`src/rtl/vga_text_fetch_pkg.sv`:
```
`default_nettype none
// ============================================================================
// Module   : vga_text_fetch_pkg
// Purpose  : Memory map, text geometry and fetch FSM encoding shared by the
//            VGA text-line fetch engine and its line buffer.
// Revision : 1.0 - initial release
// ============================================================================
package vga_text_fetch_pkg;

    localparam logic [14:0] TEXT_BASE  = 15'h0000;
    localparam logic [14:0] GLYPH_BASE = 15'h2000;
    localparam int          SIZE_TEXT  = 8192;
    localparam int          SIZE_GLYPH = 1024;

    localparam int COLS  = 128;
    localparam int ROWS  = 64;
    localparam int COL_W = $clog2(COLS);
    localparam int ROW_W = $clog2(ROWS);

    localparam logic [2:0] C_ST_IDLE    = 3'd0;
    localparam logic [2:0] C_ST_TXT_REQ = 3'd1;
    localparam logic [2:0] C_ST_TXT_CAP = 3'd2;
    localparam logic [2:0] C_ST_GLY_REQ = 3'd3;
    localparam logic [2:0] C_ST_GLY_CAP = 3'd4;

    typedef enum logic [2:0] {
        ST_IDLE    = C_ST_IDLE,
        ST_TXT_REQ = C_ST_TXT_REQ,
        ST_TXT_CAP = C_ST_TXT_CAP,
        ST_GLY_REQ = C_ST_GLY_REQ,
        ST_GLY_CAP = C_ST_GLY_CAP
    } fetch_state_t;

endpackage
`default_nettype wire

```
`src/rtl/vga_line_buffer.sv`:
```
`default_nettype none
// ============================================================================
// Module   : vga_line_buffer
// Purpose  : Two-bank ping-pong line store, one write port and one registered
//            read port; bank select is the MSB of the entry index.
// Revision : 1.0 - initial release
// ============================================================================
module vga_line_buffer
    import vga_text_fetch_pkg::*;
(
    input  logic             clk,
    input  logic             rst_n,
    input  logic             i_we,
    input  logic             i_wr_bank,
    input  logic [COL_W-1:0] i_wr_col,
    input  logic [15:0]      i_wr_data,
    input  logic             i_rd_bank,
    input  logic [COL_W-1:0] i_rd_col,
    output logic [15:0]      o_rd_data
);

    logic [15:0] r_mem [0:2*COLS-1];
    logic [15:0] r_rd_data;

    // Storage array carries no reset so it maps onto block RAM.
    always_ff @(posedge clk) begin
        if (i_we) begin
            r_mem[{i_wr_bank, i_wr_col}] <= i_wr_data;
        end
    end

    always_ff @(posedge clk or negedge rst_n) begin
        if (!rst_n) begin
            r_rd_data <= 16'h0000;
        end else begin
            r_rd_data <= r_mem[{i_rd_bank, i_rd_col}];
        end
    end

    assign o_rd_data = r_rd_data;

endmodule
`default_nettype wire

```
`src/rtl/vga_text_fetch.sv`:
```
`default_nettype none
// ============================================================================
// Module   : vga_text_fetch
// Purpose  : Drives the shared RAM VGA read port to fetch one pixel line of
//            text-mode cells (char/attr then glyph row) into a ping-pong buffer.
// Revision : 1.0 - initial release
// ============================================================================
module vga_text_fetch
    import vga_text_fetch_pkg::*;
(
    input  logic             ext_clk,
    input  logic             reset,
    input  logic             enable,
    input  logic             line_start,
    input  logic [ROW_W-1:0] row,
    input  logic [2:0]       scan,
    output logic [14:0]      vga_addr,
    input  logic [15:0]      vga_data,
    input  logic [COL_W-1:0] rd_col,
    output logic [15:0]      rd_data,
    output logic             busy,
    output logic             done,
    output logic             overrun
);

    fetch_state_t     r_state,   w_state_nxt;
    logic [COL_W-1:0] r_col,     w_col_nxt;
    logic [ROW_W-1:0] r_row,     w_row_nxt;
    logic [2:0]       r_scan,    w_scan_nxt;
    logic             r_wr_bank, w_wr_bank_nxt;
    logic [7:0]       r_char,    w_char_nxt;
    logic [7:0]       r_attr,    w_attr_nxt;
    logic             r_done,    w_done_nxt;
    logic             r_overrun, w_overrun_nxt;
    logic             w_we;
    logic [7:0]       w_pixels;

    always_ff @(posedge ext_clk or negedge reset) begin
        if (!reset) begin
            r_state   <= ST_IDLE;
            r_col     <= '0;
            r_row     <= '0;
            r_scan    <= 3'd0;
            r_wr_bank <= 1'b0;
            r_char    <= 8'h00;
            r_attr    <= 8'h00;
            r_done    <= 1'b0;
            r_overrun <= 1'b0;
        end else begin
            r_state   <= w_state_nxt;
            r_col     <= w_col_nxt;
            r_row     <= w_row_nxt;
            r_scan    <= w_scan_nxt;
            r_wr_bank <= w_wr_bank_nxt;
            r_char    <= w_char_nxt;
            r_attr    <= w_attr_nxt;
            r_done    <= w_done_nxt;
            r_overrun <= w_overrun_nxt;
        end
    end

    // Priority: enable drop aborts, then a new line restarts, then normal flow.
    always_comb begin
        w_state_nxt   = r_state;
        w_col_nxt     = r_col;
        w_row_nxt     = r_row;
        w_scan_nxt    = r_scan;
        w_wr_bank_nxt = r_wr_bank;
        w_char_nxt    = r_char;
        w_attr_nxt    = r_attr;
        w_done_nxt    = 1'b0;
        w_overrun_nxt = 1'b0;
        w_we          = 1'b0;

        if (!enable) begin
            w_state_nxt = ST_IDLE;
        end else if (line_start) begin
            w_state_nxt   = ST_TXT_REQ;
            w_col_nxt     = '0;
            w_row_nxt     = row;
            w_scan_nxt    = scan;
            w_wr_bank_nxt = ~r_wr_bank;
            w_overrun_nxt = (r_state != ST_IDLE);
        end else begin
            case (r_state)
                ST_IDLE: begin
                    w_state_nxt = ST_IDLE;
                end
                ST_TXT_REQ: begin
                    w_state_nxt = ST_TXT_CAP;
                end
                ST_TXT_CAP: begin
                    w_char_nxt  = vga_data[7:0];
                    w_attr_nxt  = vga_data[15:8];
                    w_state_nxt = ST_GLY_REQ;
                end
                ST_GLY_REQ: begin
                    w_state_nxt = ST_GLY_CAP;
                end
                ST_GLY_CAP: begin
                    w_we = 1'b1;
                    if (r_col == COL_W'(COLS - 1)) begin
                        w_state_nxt = ST_IDLE;
                        w_done_nxt  = 1'b1;
                    end else begin
                        w_col_nxt   = r_col + 1'b1;
                        w_state_nxt = ST_TXT_REQ;
                    end
                end
                default: begin
                    w_state_nxt = ST_IDLE;
                end
            endcase
        end
    end

    // Address is held across REQ and CAP so the synchronous RAM sees it stable.
    always_comb begin
        vga_addr = 15'h0000;
        case (r_state)
            ST_TXT_REQ, ST_TXT_CAP: vga_addr = TEXT_BASE + {2'b00, r_row, r_col};
            ST_GLY_REQ, ST_GLY_CAP: vga_addr = GLYPH_BASE + {5'b00000, r_char, r_scan[2:1]};
            default:                vga_addr = 15'h0000;
        endcase
    end

    // Each glyph word packs two scanlines: even line in the high byte.
    assign w_pixels = r_scan[0] ? vga_data[7:0] : vga_data[15:8];
    assign busy     = (r_state != ST_IDLE);
    assign done     = r_done;
    assign overrun  = r_overrun;

    vga_line_buffer u_line_buffer (
        .clk       (ext_clk),
        .rst_n     (reset),
        .i_we      (w_we),
        .i_wr_bank (r_wr_bank),
        .i_wr_col  (r_col),
        .i_wr_data ({r_attr, w_pixels}),
        .i_rd_bank (~r_wr_bank),
        .i_rd_col  (rd_col),
        .o_rd_data (rd_data)
    );

endmodule
`default_nettype wire

```
`config.mk`:
```
export PLATFORM = sky130hd
export DESIGN_NAME = vga_text_fetch
export DESIGN_NICKNAME = d
export VERILOG_FILES = /design/src/rtl/vga_text_fetch_pkg.sv /design/src/rtl/vga_line_buffer.sv /design/src/rtl/vga_text_fetch.sv
export SDC_FILE = /design/constraint.sdc
export NUM_CORES = 2
export LEC_CHECK = 0
export CORE_ASPECT_RATIO = 1.75
export CORE_UTILIZATION = 40
export CTS_CLUSTER_SIZE = 24
export DETAILED_ROUTE_END_ITERATION = 16
export MAX_ROUTING_LAYER = met4
export SLEW_MARGIN = 20
export SYNTH_ARGS = -nofsm -noshare
export SYNTH_HDL_FRONTEND = slang
export SYNTH_SLANG_ARGS = --single-unit
```
`constraint.sdc`:
```
create_clock -name ext_clk -period 5.9 [get_ports ext_clk]
set_clock_uncertainty 0.15 [all_clocks]
set_input_delay 1.18 -clock ext_clk [delete_from_list [all_inputs] [get_ports ext_clk]]
set_output_delay 1.18 -clock ext_clk [all_outputs]
set_load 0.005 [all_outputs]
```
* Word-level counts from Yosys, hierarchy flattened *
Memory sizes are Yosys's and may differ from the RTL's. A register that Yosys moved wholly into a read port is not among the register bits.
Index checks and enable logic that the tools add are counted.

word-level totals
  output and inout bits = 34
  RAM bits = 4096
  bits in registers = 38
  word-level logic and storage cells = 48
  input port bits = 36
  memories = 1

operators by class
  $add $sub $neg = 2
  equality and inequality tests = 6
  bitwise logic cells = 2
  reductions and logical operators = 8
  muxes and demuxes = 20

memory list
  memory               words  bits a word  read ports  clocked after Yosys merged registers in  write ports  line                   RTL
  u_line_buffer.r_mem  256    16           1           1                                        1            vga_line_buffer.sv:22  logic [15:0] r_mem [0:2*COLS-1];

operators by type and width
  cell                    count
  $pmux 15 s2             1
  $mux 7                  3
  $add 14x10->15 const A  1
  $mux 1                  12
  $pmux 3 s4              1
  $mux 8                  1
  $add 7x1->7 const B     1
  $eq 7x7->1 const B      1
  $eq 3x2->1 const B      2
  $mux 3                  2
  $reduce_and 3->1        2
  $reduce_or 2->1         2
  $eq 3x1->1 const B      1
  $eq 3x3->1 const B      1
  $reduce_bool 3->1       1
  $ne 2x2->1 const B      1
  $not 1->1               2
  $reduce_and 2->1        1
  $reduce_bool 2->1       1
  $logic_not 1->1         1

* Logic depth before layout (Yosys ltp) *
  depth in word-level cells = 6
  depth in mapped cells = 13
  mapped depth without buffers = 7

* Modules after synthesis *
A second synthesis with hierarchy kept.

second synthesis, totals
  cell total of the unflattened synthesis = 7512
  area, all modules = 160651.6 µm²

by module, submodules not included
  module           area an instance (µm²)  instances  cells an instance
  vga_line_buffer  158796.0                1          7360
  vga_text_fetch   1855.5                  1          152

* Worst setup path after synthesis *
OpenSTA, ideal clock, no wires.

  path type = flip-flop to flip-flop
  start point = register r_attr[2]
  end point = memory u_line_buffer.r_mem[0][10], data pin
  stages on the path, launching flop included = 1
  setup slack = 1.766 ns
  buffers on the path = 0
  period minus slack after synthesis = 4.134 ns
  library setup time = 0.803 ns
  arrival time = 3.181 ns
  cells stage by stage = dfrtp_1

RTL lines
  item                      line                   RTL
  start: declaration        vga_text_fetch.sv:32   logic [7:0] r_attr, w_attr_nxt;
  start signal: assignment  vga_text_fetch.sv:56   r_attr <= w_attr_nxt;
  end: declaration          vga_line_buffer.sv:22

Straight into the memory's write port.

==> flow_summary.yaml <==
synth:
  post_synth.cell_area_avg_um2: 21.38
  synth_nets: 7528
  synth_top_family_by_area: "multiplexers"
  yosys.area_share.simple: 0.01997
  synth_cell_types: 65
  synth-edff-count: 4096
  syn_inst: 7488
  yosysWarnings: 0
  synth-main-ff-cell: "edfxtp_1"
  syn_area_um2: 160100
  synth_mux_area_frac: 0.1503
  synth-xor-area-share: 0.0003283
  async_flop_share: 0.01301
  ys_seq_elements: 4150
  seq_area_frac_synth: 0.7768
  synth-compound-area-share: 0.03519
  synth_fa_ha_area_frac: 0.0003126
placed_design:
  port_buffers: 68
  pre_cts_ws_ns: 0.4028
  dp_cells: 12931
  hpwl_um: 296800
  place.gp.congestion: 0.9493
routing:
  wl_per_cell_um: 34.66
  dr.pass1.iters: 8
  vias: 80322
  drc_errors: 0
  wl_um: 471200
  antenna_left: 0
  drt_iter0_drc: 8757
  vias_per_cell: 5.907
grt:
  gr-total-overflow: 0
  grt_usage: 0.2387
  grt_max_degree: 151
  first_global_vias: 82354
  grt_pass1_wl_um: 653500
  antenna_found_initial: 17
worst_setup_path:
  end_kind: "flop"
  reg2regPathDepth: 7
  crit_type: "in2reg"
  critPathRequiredTime_ns: 6.57
  start_kind: "input pin"
  cp.arrival_ns: 5.24
  crit_fanout: 81
timing:
  finalHoldViolCount: 0
  min_period_ns: 4.573
  fin_crit_sh: 0.7751
  final_max_slew_viol_count: 0
  tightest_slew_ns: 1.209
  fin_ws_ns: 1.327
  rsz0062_at_grt: "no"
  fmax_mhz: 218.7
  max_slew_margin: 0.1878
  setup_viol: 0
  tns_ns: 0
pwr:
  total_leakage_power_nw: 57.67
  peakVddDrop_v: 0.0002755
  power-per-cell-area_nw_per_um2: 350.9
floorplan:
  pin_count: 70
  die_y_um: 838.9
  core_area_um2: 398700
  die_w_um: 480.2
  start_util: 0.4015
  die_area_um2: 402800
  rows: 307
run_status:
  status: "finished clean"
layout:
  fin_cells: 13597
  multi_input_area_um2: 33340
  layout-drive-gt1-share: 0.2464
  num-nets-final: 8086
  layout.area.seq_um2: 124400
  fillers: 33187
  syn_to_final_growth_pct: 13.75
clock_network:
  clk_pin_slew_ns: 0.07
  insertion_delay_ns: 0.93
  cts_tree: "done"
  holdBufCountCts: 0
  cts_resized: 0
  clockBufferDepth: 4
  postCtsSetupBuffers: 0
  cts_sinks: 4150
  cts-root-buf: "clkbuf_16"
  cts_buffers: 365
  cts_htree_levels: 5
job:
  maxCapViolCount: 0
worst_hold_path:
  hold_path_class: "in2async"
[cells in the mapped netlist (78+ instances only)]
master    instances  area, um2
nor2_1          327       1227
o221ai_1        161       1410
a22oi_1          78      585.6
o21ai_0          82      410.4
buf_2            88      440.4
clkbuf_1        203      762.0
nor3_1          136      680.7
mux4_2          823      18540
a21oi_1         139      695.7
edfxtp_1       4096     123000
mux2i_1         505       5055
o22ai_1         155      969.7
[worst max-delay path, cell delays in order]
cell      delay, ns
buf_16         0.55
buf_4          0.39
mux2i_1        0.12
o221ai_1       0.53
o21ai_0        0.31
a211o_1        0.46
nor3_1         0.48
nand4_1        0.57
nor4_1         0.48
[worst paths after layout]
path | slack, ns | to | startpoint
worst max-delay path | 1.33 | u_line_buffer.o_rd_data[14] | rd_col[0]
worst min-delay path | 0.06 | u_line_buffer.o_rd_data[3] | reset
worst max register to register | 1.87 | u_line_buffer.r_mem[171][9] | r_state[1]
worst min register to register | 0.36 | r_char[3] | r_char[3]
max in group asynchronous | 4.35 | r_attr[1] | reset
min in group ext_clk | 0.36 | r_char[3] | r_char[3]
[state kept, by name, summed over array words and instances (netlist names)]
name / flops
u_line_buffer.o_rd_data: 16
r_state: 3
r_attr: 8
r_wr_bank: 1
done: 1
overrun: 1
r_row: 6
r_char: 8
r_scan: 3
r_col: 7
u_line_buffer.r_mem: 4096
[routing by layer]
metal  vias up  wire (um)  GRT usage
met5         -          0          -
met4         0      35590     0.1516
met3       816      25850    0.02863
met2      3284     245400     0.4084
met1     43466     164400     0.2640
li1      32756          -          -
[final cells by class]
cell class,instances,share of cell area
Timing Repair Buffer,644,0.03119
Antenna cell,12,0.0001649
Inverter,7,0.0001993
Clock buffer,449,0.05350
Tap cell,5253,0.03609
Multi-Input combinational cell,2878,0.1831
Sequential cell,4150,0.6830
Clock inverter,204,0.01273
[kinds of logic (layout without fill, tap and decap cells)]
group | Yosys count | count (layout)
AOI/OAI and AO/OA | 800 | 800
xor gates and xnor gates | 6 | 6
adders and majority gates | 4 | 4
buffers and inverters | 460 | 1304
DFF | 4150 | 4150
muxes | 1368 | 1368
other | 1 | 13
and+or+nand+nor | 699 | 699
[metrics by stage]
stage / power (W) / cell area (um2) / util / hold slack, ns
after floorplan: 0.03731 / 160100 / - / 0.3221
after global placement: 0.03985 / 169900 / 0.4262 / 0.3356
after detailed placement: 0.04001 / 170000 / 0.4263 / 0.3465
after CTS: 0.06429 / 182000 / 0.4566 / 0.03131
after global routing: 0.06540 / 182100 / 0.4567 / 0.07516
final: 0.06390 / 182100 / 0.4567 / 0.06479
[cells in the final DEF, fill, tap and decap left out, types with 9 or more instances in the layout]
master           Yosys  routed
a21oi_1            139     139
o21ai_1              3      10
a31oi_1             10      10
nand3_1             47      30
clkinvlp_4           0      18
nand4_1             14      14
dfrtp_1             54      46
a221oi_1            50      50
o221ai_1           161     161
nor4_1              45      45
edfxtp_1          4096    4096
nand3_2              0      17
clkinv_1             1      54
nor2_2               0      27
clkinv_2             0      61
nor3_1             136     134
a22o_1              49      49
clkdlybuf4s50_1      0      61
buf_12               9      50
clkbuf_1           203      66
a211oi_1            26      26
o31ai_1             10      10
diode_2              0      12
mux2_2              39      31
nor2_1             327     298
mux2i_1            505     505
clkbuf_16            0     375
bufinv_16            0      45
buf_4               50     524
nand2_1             69      69
mux4_2             823     823
inv_6                0       9
o21ai_0             82      75
a22oi_1             78      78
o22ai_1            155     153
[where the power goes]
part | switching, W | internal [W]
sequential | 0.000454 | 0.0338
combinational | 0.00370 | 0.00136
clock | 0.0108 | 0.0138
total | 0.0149 | 0.0489
No activity file was read; power rests on OpenSTA's default activity.
